--- src/rtl/ipl_decoder_pkg.sv ---
// Shared state encoding, vector constants and helpers for the IPL decoder.
// Optional macro honoured by ipl_decoder: IACK_TIMEOUT_EN.
package ipl_decoder_pkg;

    typedef enum logic [1:0] {
        IDLE = 2'd0,
        ACK  = 2'd1,
        DONE = 2'd2
    } iack_state_t;

    localparam logic [7:0] AUTOVECTOR_BASE = 8'd24;
    localparam logic [7:0] SPURIOUS_VECTOR = 8'd24;
    localparam logic [2:0] LEVEL_NMI       = 3'd7;
    localparam logic [2:0] IPL_IDLE_N      = 3'b111;

    function automatic logic [7:0] autovector(input logic [2:0] lvl);
        return AUTOVECTOR_BASE + {5'b0, lvl};
    endfunction

endpackage

--- src/rtl/ipl_decoder_if.sv ---
// Sequencer handshake and interrupt-acknowledge bus between ipl_decoder (slave)
// and the exception sequencer / bus unit (master).
interface ipl_decoder_if;
    logic       int_pending;
    logic [2:0] int_level;
    logic       iack_start;
    logic       iack_req;
    logic [2:0] iack_lvl;
    logic       dtack_n;
    logic       vpa_n;
    logic       berr_n;
    logic [7:0] data_in;
    logic [7:0] vector;
    logic       vector_valid;
    logic       spurious;

    modport slave (
        input  iack_start, dtack_n, vpa_n, berr_n, data_in,
        output int_pending, int_level, iack_req, iack_lvl, vector, vector_valid, spurious
    );

    modport master (
        output iack_start, dtack_n, vpa_n, berr_n, data_in,
        input  int_pending, int_level, iack_req, iack_lvl, vector, vector_valid, spurious
    );
endinterface

--- src/rtl/ipl_decoder_synchronizer.sv ---
// ipl_synchronizer: SYNC_STAGES-deep synchronizer for ipl_n followed by a
// two-sample stability filter; outputs the filtered active-high level.
module ipl_synchronizer
    import ipl_decoder_pkg::*;
#(
    parameter int unsigned SYNC_STAGES = 2
) (
    input  logic       clk,
    input  logic       rst,
    input  logic [2:0] ipl_n,
    output logic [2:0] level
);

    if (SYNC_STAGES < 2) begin : g_bad_stages
        $error("SYNC_STAGES must be at least 2");
    end

    logic [2:0] chain [SYNC_STAGES];
    logic [2:0] prev_sample;
    logic [2:0] held;
    logic       stable;

    always_ff @(posedge clk or posedge rst) begin
        if (rst) begin
            for (int unsigned i = 0; i < SYNC_STAGES; i++) begin
                chain[i] <= IPL_IDLE_N;
            end
            prev_sample <= IPL_IDLE_N;
            held        <= '0;
        end else begin
            chain[0] <= ipl_n;
            for (int unsigned i = 1; i < SYNC_STAGES; i++) begin
                chain[i] <= chain[i-1];
            end
            prev_sample <= chain[SYNC_STAGES-1];
            if (stable) begin
                held <= ~chain[SYNC_STAGES-1];
            end
        end
    end

    // Bypass the hold register when stable so the level appears SYNC_STAGES+1 cycles after the pin.
    assign stable = (chain[SYNC_STAGES-1] == prev_sample);
    assign level  = stable ? ~chain[SYNC_STAGES-1] : held;

endmodule

--- src/rtl/ipl_decoder.sv ---
// CPU-side IPL receiver: mask compare, level-7 edge latch and acknowledge FSM.
// Optional macro: IACK_TIMEOUT_EN bounds the acknowledge cycle with a spurious timeout.
module ipl_decoder
    import ipl_decoder_pkg::*;
#(
    parameter int unsigned SYNC_STAGES    = 2,
    parameter int unsigned TIMEOUT_CYCLES = 64
) (
    input  logic              clk,
    input  logic              rst,
    input  logic [2:0]        ipl_n,
    input  logic [2:0]        imask,
    ipl_decoder_if.slave      bus
);

    if (TIMEOUT_CYCLES < 1) begin : g_bad_timeout
        $error("TIMEOUT_CYCLES must be at least 1");
    end

    iack_state_t state_q, state_d;
    logic [2:0]  level;
    logic [2:0]  prev_level;
    logic        nmi_latch;
    logic        normal_pend;
    logic        pending;
    logic        accept;
    logic        term;
    logic [7:0]  term_vec;
    logic        term_spur;
    logic [2:0]  iack_lvl_q;
    logic [7:0]  vector_q;
    logic        spurious_q;
    logic        timeout_hit;

    ipl_synchronizer #(.SYNC_STAGES(SYNC_STAGES)) u_sync (
        .clk   (clk),
        .rst   (rst),
        .ipl_n (ipl_n),
        .level (level)
    );

    // Level 7 is excluded from the mask compare; it only pends through the edge latch.
    assign normal_pend = (level != LEVEL_NMI) && (level > imask);
    assign pending     = normal_pend || nmi_latch;

`ifdef IACK_TIMEOUT_EN
    localparam int unsigned CNT_W = $clog2(TIMEOUT_CYCLES + 1);
    logic [CNT_W-1:0] ack_cycles;

    always_ff @(posedge clk or posedge rst) begin
        if (rst) begin
            ack_cycles <= '0;
        end else if (accept) begin
            ack_cycles <= '0;
        end else if (state_q == ACK) begin
            ack_cycles <= ack_cycles + 1'b1;
        end
    end

    assign timeout_hit = (ack_cycles == CNT_W'(TIMEOUT_CYCLES - 1));
`else
    assign timeout_hit = 1'b0;
`endif

    always_comb begin
        state_d   = state_q;
        accept    = 1'b0;
        term      = 1'b0;
        term_vec  = vector_q;
        term_spur = spurious_q;
        case (state_q)
            IDLE: begin
                if (bus.iack_start && pending) begin
                    accept  = 1'b1;
                    state_d = ACK;
                end
            end
            ACK: begin
                if (!bus.berr_n) begin
                    term      = 1'b1;
                    term_vec  = SPURIOUS_VECTOR;
                    term_spur = 1'b1;
                end else if (!bus.vpa_n) begin
                    term      = 1'b1;
                    term_vec  = autovector(iack_lvl_q);
                    term_spur = 1'b0;
                end else if (!bus.dtack_n) begin
                    term      = 1'b1;
                    term_vec  = bus.data_in;
                    term_spur = 1'b0;
                end else if (timeout_hit) begin
                    term      = 1'b1;
                    term_vec  = SPURIOUS_VECTOR;
                    term_spur = 1'b1;
                end
                if (term) begin
                    state_d = DONE;
                end
            end
            DONE:    state_d = IDLE;
            default: state_d = IDLE;
        endcase
    end

    always_ff @(posedge clk or posedge rst) begin
        if (rst) begin
            state_q    <= IDLE;
            prev_level <= '0;
            nmi_latch  <= 1'b0;
            iack_lvl_q <= '0;
            vector_q   <= '0;
            spurious_q <= 1'b0;
        end else begin
            state_q    <= state_d;
            prev_level <= level;
            // Accepting the NMI wins over a coincident edge: that edge is the one being serviced.
            if (accept && (level == LEVEL_NMI)) begin
                nmi_latch <= 1'b0;
            end else if ((level == LEVEL_NMI) && (prev_level != LEVEL_NMI)) begin
                nmi_latch <= 1'b1;
            end
            if (accept) begin
                iack_lvl_q <= level;
            end
            if (term) begin
                vector_q   <= term_vec;
                spurious_q <= term_spur;
            end
        end
    end

    assign bus.int_pending  = (state_q == IDLE) && pending;
    assign bus.int_level    = (state_q == IDLE) ? level : iack_lvl_q;
    assign bus.iack_req     = (state_q == ACK);
    assign bus.iack_lvl     = iack_lvl_q;
    assign bus.vector       = vector_q;
    assign bus.vector_valid = (state_q == DONE);
    assign bus.spurious     = spurious_q;

endmodule

--- src/flat_wrapper.sv ---
// flat-port wrapper written by rule: the top's interface ports become plain ports
module ipl_decoder_flat import ipl_decoder_pkg::*;
#(
    parameter int unsigned SYNC_STAGES    = 2,
    parameter int unsigned TIMEOUT_CYCLES = 64
)
  (clk, rst, ipl_n, imask, bus_iack_start, bus_dtack_n, bus_vpa_n, bus_berr_n, bus_data_in, bus_int_pending, bus_int_level, bus_iack_req, bus_iack_lvl, bus_vector, bus_vector_valid, bus_spurious);
  ipl_decoder_if bus_i ();
  input  logic clk;
  input  logic rst;
  input  logic [2:0] ipl_n;
  input  logic [2:0] imask;
  input wire logic [$bits(bus_i.iack_start)-1:0] bus_iack_start;
  input wire logic [$bits(bus_i.dtack_n)-1:0] bus_dtack_n;
  input wire logic [$bits(bus_i.vpa_n)-1:0] bus_vpa_n;
  input wire logic [$bits(bus_i.berr_n)-1:0] bus_berr_n;
  input wire logic [$bits(bus_i.data_in)-1:0] bus_data_in;
  output wire logic [$bits(bus_i.int_pending)-1:0] bus_int_pending;
  output wire logic [$bits(bus_i.int_level)-1:0] bus_int_level;
  output wire logic [$bits(bus_i.iack_req)-1:0] bus_iack_req;
  output wire logic [$bits(bus_i.iack_lvl)-1:0] bus_iack_lvl;
  output wire logic [$bits(bus_i.vector)-1:0] bus_vector;
  output wire logic [$bits(bus_i.vector_valid)-1:0] bus_vector_valid;
  output wire logic [$bits(bus_i.spurious)-1:0] bus_spurious;
  assign bus_i.iack_start = bus_iack_start;
  assign bus_i.dtack_n = bus_dtack_n;
  assign bus_i.vpa_n = bus_vpa_n;
  assign bus_i.berr_n = bus_berr_n;
  assign bus_i.data_in = bus_data_in;
  assign bus_int_pending = bus_i.int_pending;
  assign bus_int_level = bus_i.int_level;
  assign bus_iack_req = bus_i.iack_req;
  assign bus_iack_lvl = bus_i.iack_lvl;
  assign bus_vector = bus_i.vector;
  assign bus_vector_valid = bus_i.vector_valid;
  assign bus_spurious = bus_i.spurious;
  ipl_decoder #(.SYNC_STAGES(SYNC_STAGES), .TIMEOUT_CYCLES(TIMEOUT_CYCLES)) u_core (.clk(clk), .rst(rst), .ipl_n(ipl_n), .imask(imask), .bus(bus_i));
endmodule
--- config.mk ---
export PLATFORM = sky130hd
export DESIGN_NAME = ipl_decoder_flat
export DESIGN_NICKNAME = d
export VERILOG_FILES = /design/src/rtl/ipl_decoder_pkg.sv /design/src/rtl/ipl_decoder_if.sv /design/src/rtl/ipl_decoder_synchronizer.sv /design/src/rtl/ipl_decoder.sv /design/src/flat_wrapper.sv
export SDC_FILE = /design/constraint.sdc
export NUM_CORES = 1
export LEC_CHECK = 0
export CELL_PAD_IN_SITES_DETAIL_PLACEMENT = 0
export CELL_PAD_IN_SITES_GLOBAL_PLACEMENT = 2
export CORE_MARGIN = 8
export CORE_UTILIZATION = 30
export DETAILED_ROUTE_END_ITERATION = 10
export PLACE_DENSITY = 0.91
export SLEW_MARGIN = 20
export SYNTH_ARGS = -nofsm -noshare
export SYNTH_HDL_FRONTEND = slang
export SYNTH_SLANG_ARGS = --single-unit
--- constraint.sdc ---
create_clock -name clk -period 5.52 [get_ports clk]
set_input_delay 1.104 -clock clk [delete_from_list [all_inputs] [get_ports clk]]
set_output_delay 1.104 -clock clk [all_outputs]
set_load 0.005 [all_outputs]
==> impl_metrics.tcl, run 1 <==
set metrics [dict create \
    grt_max_degree 28 \
    ys_seq_area_share_pct 54.8 \
    antenna_found_initial 0 \
    power.switching_mw 0.247 \
    worst_setup_path_start_kind "flop" \
    ios 38 \
    grt.overflow.total 0 \
    cp-end-kind "output pin" \
    wirelength_um 2950 \
    dp_cells 205 \
    drt_iter0_drc 90 \
    synthToLayoutAreaGrowth_pct 37.5 \
    final_cell_mix "37 x clkdlybuf4s50_1, 18 x dfrtp_1, 17 x nand2_1, 14 x o21ai_0" \
    hold_class "flop to flop" \
    portBuffers 37 \
    cts-buffers-inserted 3 \
    synth_nets 144 \
    nFillCells 372 \
    layout_min_cycle_time_ns 4.53 \
    finalClockSkew_ns 0.00260 \
    startpoint "u_core.u_sync.chain[1]" \
    die_h_um 80.6 \
    synth_cell_type_count 31 \
    ctsResizeCount 0 \
    cp.arrival_ns 3.43 \
    instances_no_fill 209 \
    place_congestion 0.801 \
    clk_pin_slew_worst_paths_ns 0.09 \
    num_rows 23 \
    crit_required_ns 4.42 \
    synth_area_sq_um 1250 \
    min_period_over_period_pct 82.1 \
    final_max_slew_viol_count 0 \
    reg2reg_to "u_core.bus.iack_lvl[2]" \
    max_freq_mhz 221 \
    internal_power_mw 0.512 \
    clock_path_buffers 2 \
    vias 1019 \
    power_mw 0.758 \
    core_area_sq_um 4000 \
    min_to "u_core.u_sync.chain[0]" \
    grt_usage_pct 9.89 \
    reg2regPathDepth 8 \
    worst_pin_slew_ns 0.933 \
    power_density_nw_per_um2 440 \
    nets 183 \
    first_global_vias 1110 \
    setup_tns_ns 0 \
    netlist_instances 121 \
    outcome "completed" \
    clk_latency_ns 0.27 \
    crit_path_frequent_cell "a31oi_1" \
    crit_family "simple AND/OR/NAND/NOR gates" \
    routedWlPerCell_um 14.1 \
    min-delay-start "u_core.u_sync.chain[3]" \
    relSlewSlack_pct 37.4 \
    crit_buf_inv 1 \
    ir_worst_vdd_v 0.000157 \
    antennaDiodeCount 0 \
    slowest_stage "dfstp_2" \
    drv_cap 0 \
    cts_setup_buffers 0 \
    final_common_cell "clkdlybuf4s50_1" \
    dr.pass1.iters 4 \
    cts_hold_buf 0 \
    drive_gt1_share_pct 14.5 \
    cp_max_fo 6 \
    switching_share_pct 32.5 \
    cts.sinks 27 \
    r2r_slack_ns 2.45 \
    hold_viol 0 \
    yosys_warnings 0 \
    initial_core_util_pct 31.3 \
    cts-root-buf "clkbuf_8" \
    synth_seq_cells 27 \
    setup_viol 0 \
    p_clk_share_pct 14.8 \
    grt_pass1_wl_um 5020 \
    pre_cts_ws_ns 1.32 \
    drc_errors 0 \
    die_x_um 80.6 \
    htreeDepth 1 \
    reg2reg_from "u_core.u_sync.chain[1]" \
    critPathKind "flop to output pin" \
    whs_path_depth 0 \
    dp_hpwl_um 2260 \
    p_leak_nw 0.733 \
    syn_avg_cell_area_sq_um 10.4 \
    setup_slack_ns 0.989 \
    power_frac_seq_pct 40.1 \
    rsz0062_at_grt "no" \
    ant_nets 0 \
    viasPerCell 4.88 \
    path_cells "xor2_1 > or3_4 > o21ai_0 > ha_1 > a31oi_1 > and2_1 > a31oi_1 > nor3_1 > clkdlybuf4s50_1" \
    power_frac_comb_pct 45.0 \
    cts_tree "done" \
    cpPeakStageDelay_ns 0.57 \
    fp.dieArea_sq_um 6500 \
]
==> per-stage QoR <==
step	hold WS, ns	area [sq um]	utilization, %
finish	0.363	1720	43.1
global route	0.370	1720	43.1
CTS	0.365	1720	43.1
detailed placement	0.351	1680	41.9
global placement	0.346	1680	41.9
floorplan	0.345	1250	-
==> sequential cells by signal, indices dropped and copies added, names as in the netlist <==
| name | cells |
|---|---|
| u_core.bus.vector | 8 |
| u_core.state_q | 2 |
| u_core.bus.spurious | 1 |
| u_core.prev_level | 3 |
| u_core.u_sync.chain | 6 |
| u_core.u_sync.prev_sample | 3 |
| u_core.nmi_latch | 1 |
| u_core.bus.iack_lvl | 3 |
==> metal layers <==
layer / wire (um) / global-route usage [%] / up-vias
met5: 0 / 0 / -
met4: 55 / 4.00 / 0
met3: 378 / 5.69 / 7
met2: 1230 / 14.1 / 47
met1: 1290 / 11.8 / 475
li1: - / - / 490
==> power groups by stage <==
stage                     Sequential, mW  Combinational, mW  Clock (mW)
after floorplan                    0.304              0.156           0
after global placement             0.306              0.343           0
after detailed placement           0.306              0.346           0
after CTS                          0.305              0.348       0.117
after global routing               0.314              0.383       0.126
final                              0.304              0.341       0.113
==> worst reg2reg max path: stages (launching register included) <==
cell and delay [ns]:
dfstp_2 0.57, xor2_1 0.15, or3_4 0.44, o21ai_0 0.45
ha_1 0.35, a211o_1 0.27, and2_1 0.18, a41oi_2 0.22
mux2_1 0.34
==> cell families after synthesis <==
kind of cell             after synthesis  share of synthesized area, %
AO/OA/AOI/OAI                         27                          13.7
XOR/XNOR                               3                          2.10
adder cells (fa/ha/maj)                3                          2.99
buffers and inverters                 13                          3.89
flip-flops                            27                          54.8
multiplexers                           6                          5.39
AND/OR/NAND/NOR                       42                          17.2
==> how the worst max path moves through the flow <==
stage,endpoint,depth (start not counted)
6_report,bus_int_pending,9
5_1_grt,bus_int_pending,9
4_1_cts,bus_int_pending,9
3_5_place_dp,bus_int_pending,9
3_3_place_gp,bus_int_pending,8
2_1_floorplan,bus_int_pending,8
==> cells in the mapped netlist <==
master	n	area, sq um
or3_4	2	22.5
and3_1	2	12.5
nand3_1	6	30.0
nand2b_1	1	6.26
a31oi_1	3	18.8
nand2_1	17	63.8
ha_1	3	37.5
o21bai_1	1	7.51
dfrtp_1	18	450
a41oi_2	1	16.3
a21o_1	1	7.51
o32a_1	1	10.0
nor4bb_1	1	10.0
a21oi_1	2	10.0
nor3b_1	1	7.51
xor2_1	3	26.3
dfstp_2	9	236
nor3_1	2	10.0
or4_4	1	11.3
inv_1	10	37.5
o21ai_0	14	70.1
mux2_2	5	56.3
clkbuf_1	3	11.3
o22ai_1	1	6.26
nor2b_1	1	6.26
a31o_2	1	8.76
and2_1	2	12.5
a211o_1	1	8.76
o31ai_1	1	7.51
mux2_1	1	11.3
nor2_1	6	22.5
==> final cells by class <==
type,instances,area (sq um),share of cell area (%)
Clock inverter,1,7.51,0.435
Multi-Input combinational cell,81,518,30.0
Sequential cell,27,687,39.8
Inverter,10,37.5,2.18
Tap cell,50,62.6,3.63
Timing Repair Buffer,37,370,21.5
Clock buffer,3,41.3,2.39
(Power assumes the default switching activity.)
==> inputs of run 2 (changes only) <==
--- a/config.mk
+++ b/config.mk
@@ -8,9 +8,9 @@
 export CELL_PAD_IN_SITES_DETAIL_PLACEMENT = 0
 export CELL_PAD_IN_SITES_GLOBAL_PLACEMENT = 2
 export CORE_MARGIN = 8
-export CORE_UTILIZATION = 30
+export CORE_UTILIZATION = 25
 export DETAILED_ROUTE_END_ITERATION = 10
-export PLACE_DENSITY = 0.91
+export PLACE_DENSITY = 0.82
 export SLEW_MARGIN = 20
 export SYNTH_ARGS = -nofsm -noshare
 export SYNTH_HDL_FRONTEND = slang
==> constraint.sdc (replaced) <==
create_clock -name clk -period 3.8 [get_ports clk]
set_input_delay 0.76 -clock clk [delete_from_list [all_inputs] [get_ports clk]]
set_output_delay 0.76 -clock clk [all_outputs]
set_load 0.005 [all_outputs]
==> run 2 against run 1 <==
Clock skew is 0.0034 ns higher. Clock-buffer cell count up 1. Clock power grew 35%. Utilization shrank 6.0 points. Critical path type unchanged. Critical path depth unchanged. Worst hold slack worse by 0.0061 ns. Largest power group unchanged. Sequential share of layout area fell by 1.2 points. Critical endpoint unchanged. Cell area up 3.0%. Die area increased by 16%. First-iteration DRC count decreased by 94%. Wire length increased by 5.1%. Non-clock buffer count grew 1.
==> impl_metrics.tcl, run 2 (synthesis results as in run 1) <==
set metrics [dict create \
    ios 38 \
    final_common_cell "clkdlybuf4s50_1" \
    relSlewSlack_pct 39.6 \
    cp_max_fo 6 \
    cp-end-kind "output pin" \
    final_max_slew_viol_count 0 \
    hold_class "flop to flop" \
    finalClockSkew_ns 0.00598 \
    grt_pass1_wl_um 5290 \
    cts.sinks 27 \
    crit_required_ns 3.04 \
    synthToLayoutAreaGrowth_pct 41.6 \
    antenna_found_initial 0 \
    crit_family "simple AND/OR/NAND/NOR gates" \
    largest_reg_flops 8 \
    grt_max_degree 28 \
    worst_pin_slew_ns 0.900 \
    fp.dieArea_sq_um 7540 \
    ir_worst_vdd_v 0.000266 \
    drive_gt1_share_pct 16.9 \
    crit_buf_inv 1 \
    dr.pass1.iters 2 \
    nFillCells 490 \
    grt_usage_pct 8.81 \
    worst_setup_path_start_kind "flop" \
    power_density_nw_per_um2 625 \
    routedWlPerCell_um 13.7 \
    drt_iter0_drc 5 \
    hold_slack_ns 0.357 \
    min_period_over_period_pct 95.6 \
    cp.arrival_ns 2.87 \
    cts_hold_buf 0 \
    cpPeakStageDelay_ns 0.59 \
    final_cell_mix "36 x clkdlybuf4s50_1, 18 x dfrtp_1, 17 x nand2_1, 13 x o21ai_0" \
    critPathKind "flop to output pin" \
    hold_viol 0 \
    core_area_sq_um 4790 \
    drv_cap 0 \
    htreeDepth 1 \
    slowest_stage "dfstp_2" \
    outcome "completed" \
    die_h_um 86.8 \
    num_rows 25 \
    first_global_vias 1124 \
    cts-buffers-inserted 3 \
    r2r_slack_ns 1.00 \
    place_congestion 0.807 \
    clk_latency_ns 0.26 \
    ant_nets 0 \
    grt.overflow.total 0 \
    ff_latch_area_sq_um 687 \
    dp_hpwl_um 2470 \
    multiInputGateArea_sq_um 546 \
    die_x_um 86.8 \
    vias 979 \
    p_leak_nw 0.751 \
    setup_tns_ns 0 \
    initial_core_util_pct 26.2 \
    cts-root-buf "clkbuf_8" \
    clock_path_buffers 2 \
    setup_viol 0 \
    portBuffers 37 \
    clk_pin_slew_worst_paths_ns 0.08 \
    cts_tree "done" \
    max_freq_mhz 275 \
    path_cells "xor2_2 > or3_4 > mux2_4 > ha_1 > a31oi_2 > and2_4 > a31oi_1 > nor3_1 > dlygate4sd2_1" \
    power_mw 1.11 \
    cts_setup_buffers 0 \
    viasPerCell 4.31 \
    layout_min_cycle_time_ns 3.63 \
    nets 184 \
    wirelength_um 3100 \
    antennaDiodeCount 0 \
    rsz0062_at_grt "no" \
    drc_errors 0 \
]
==> run 2: stage by stage <==
| step | setup slack (ns) | instance area, sq um | std cells | util [%] |
|---|---|---|---|---|
| floorplan | 0.725 | 1250 | 121 | - |
| global placement | 0.185 | 1700 | 223 | 35.6 |
| detailed placement | 0.0689 | 1700 | 223 | 35.6 |
| CTS | 0.160 | 1770 | 227 | 37.0 |
| global route | 0.0286 | 1780 | 227 | 37.1 |
| finish | 0.166 | 1780 | 227 | 37.1 |
==> run 2: metal layers <==
layer	track usage, %	wire [um]	part of all wire, %
met1	10.7	1360	44
met2	13.8	1460	47
met3	3.78	267	8.6
met4	2.35	10	0.32
met5	0	0	0
==> run 2: final cells by class <==
cell class | count | share of cell area, %
inverter | 10 | 2.11
multi-input combinational | 81 | 30.7
clock buffer | 4 | 2.54
timing repair buffer | 38 | 21.2
tap | 67 | 4.72
sequential | 27 | 38.7
==> run 2: path summary, 6_finish.rpt <==
check | startpoint | endpoint | cells past startpoint
max | u_core.u_sync.chain[1] | bus_int_pending | 9
min | u_core.u_sync.chain[5] | u_core.u_sync.chain[2] | 0
max reg2reg | u_core.u_sync.chain[1] | u_core.bus.iack_lvl[2] | 8
min reg2reg | u_core.u_sync.chain[5] | u_core.u_sync.chain[2] | 0
max in group asynchronous | rst | u_core.prev_level[1] | 2
min in group asynchronous | rst | u_core.bus.iack_lvl[2] | 2
==> run 2: timing repair <==
action / in CTS / in global routing
pin swaps: 1 / 0
gates resized for setup: 6 / 1
setup endpoints to repair: 1 / 1
==> run 2: report_power, final <==
part | internal (mW) | total [mW] | switching, mW
clock | 0.0747 | 0.152 | 0.0771
sequential | 0.380 | 0.448 | 0.0681
combinational | 0.296 | 0.510 | 0.214
total | 0.751 | 1.11 | 0.359
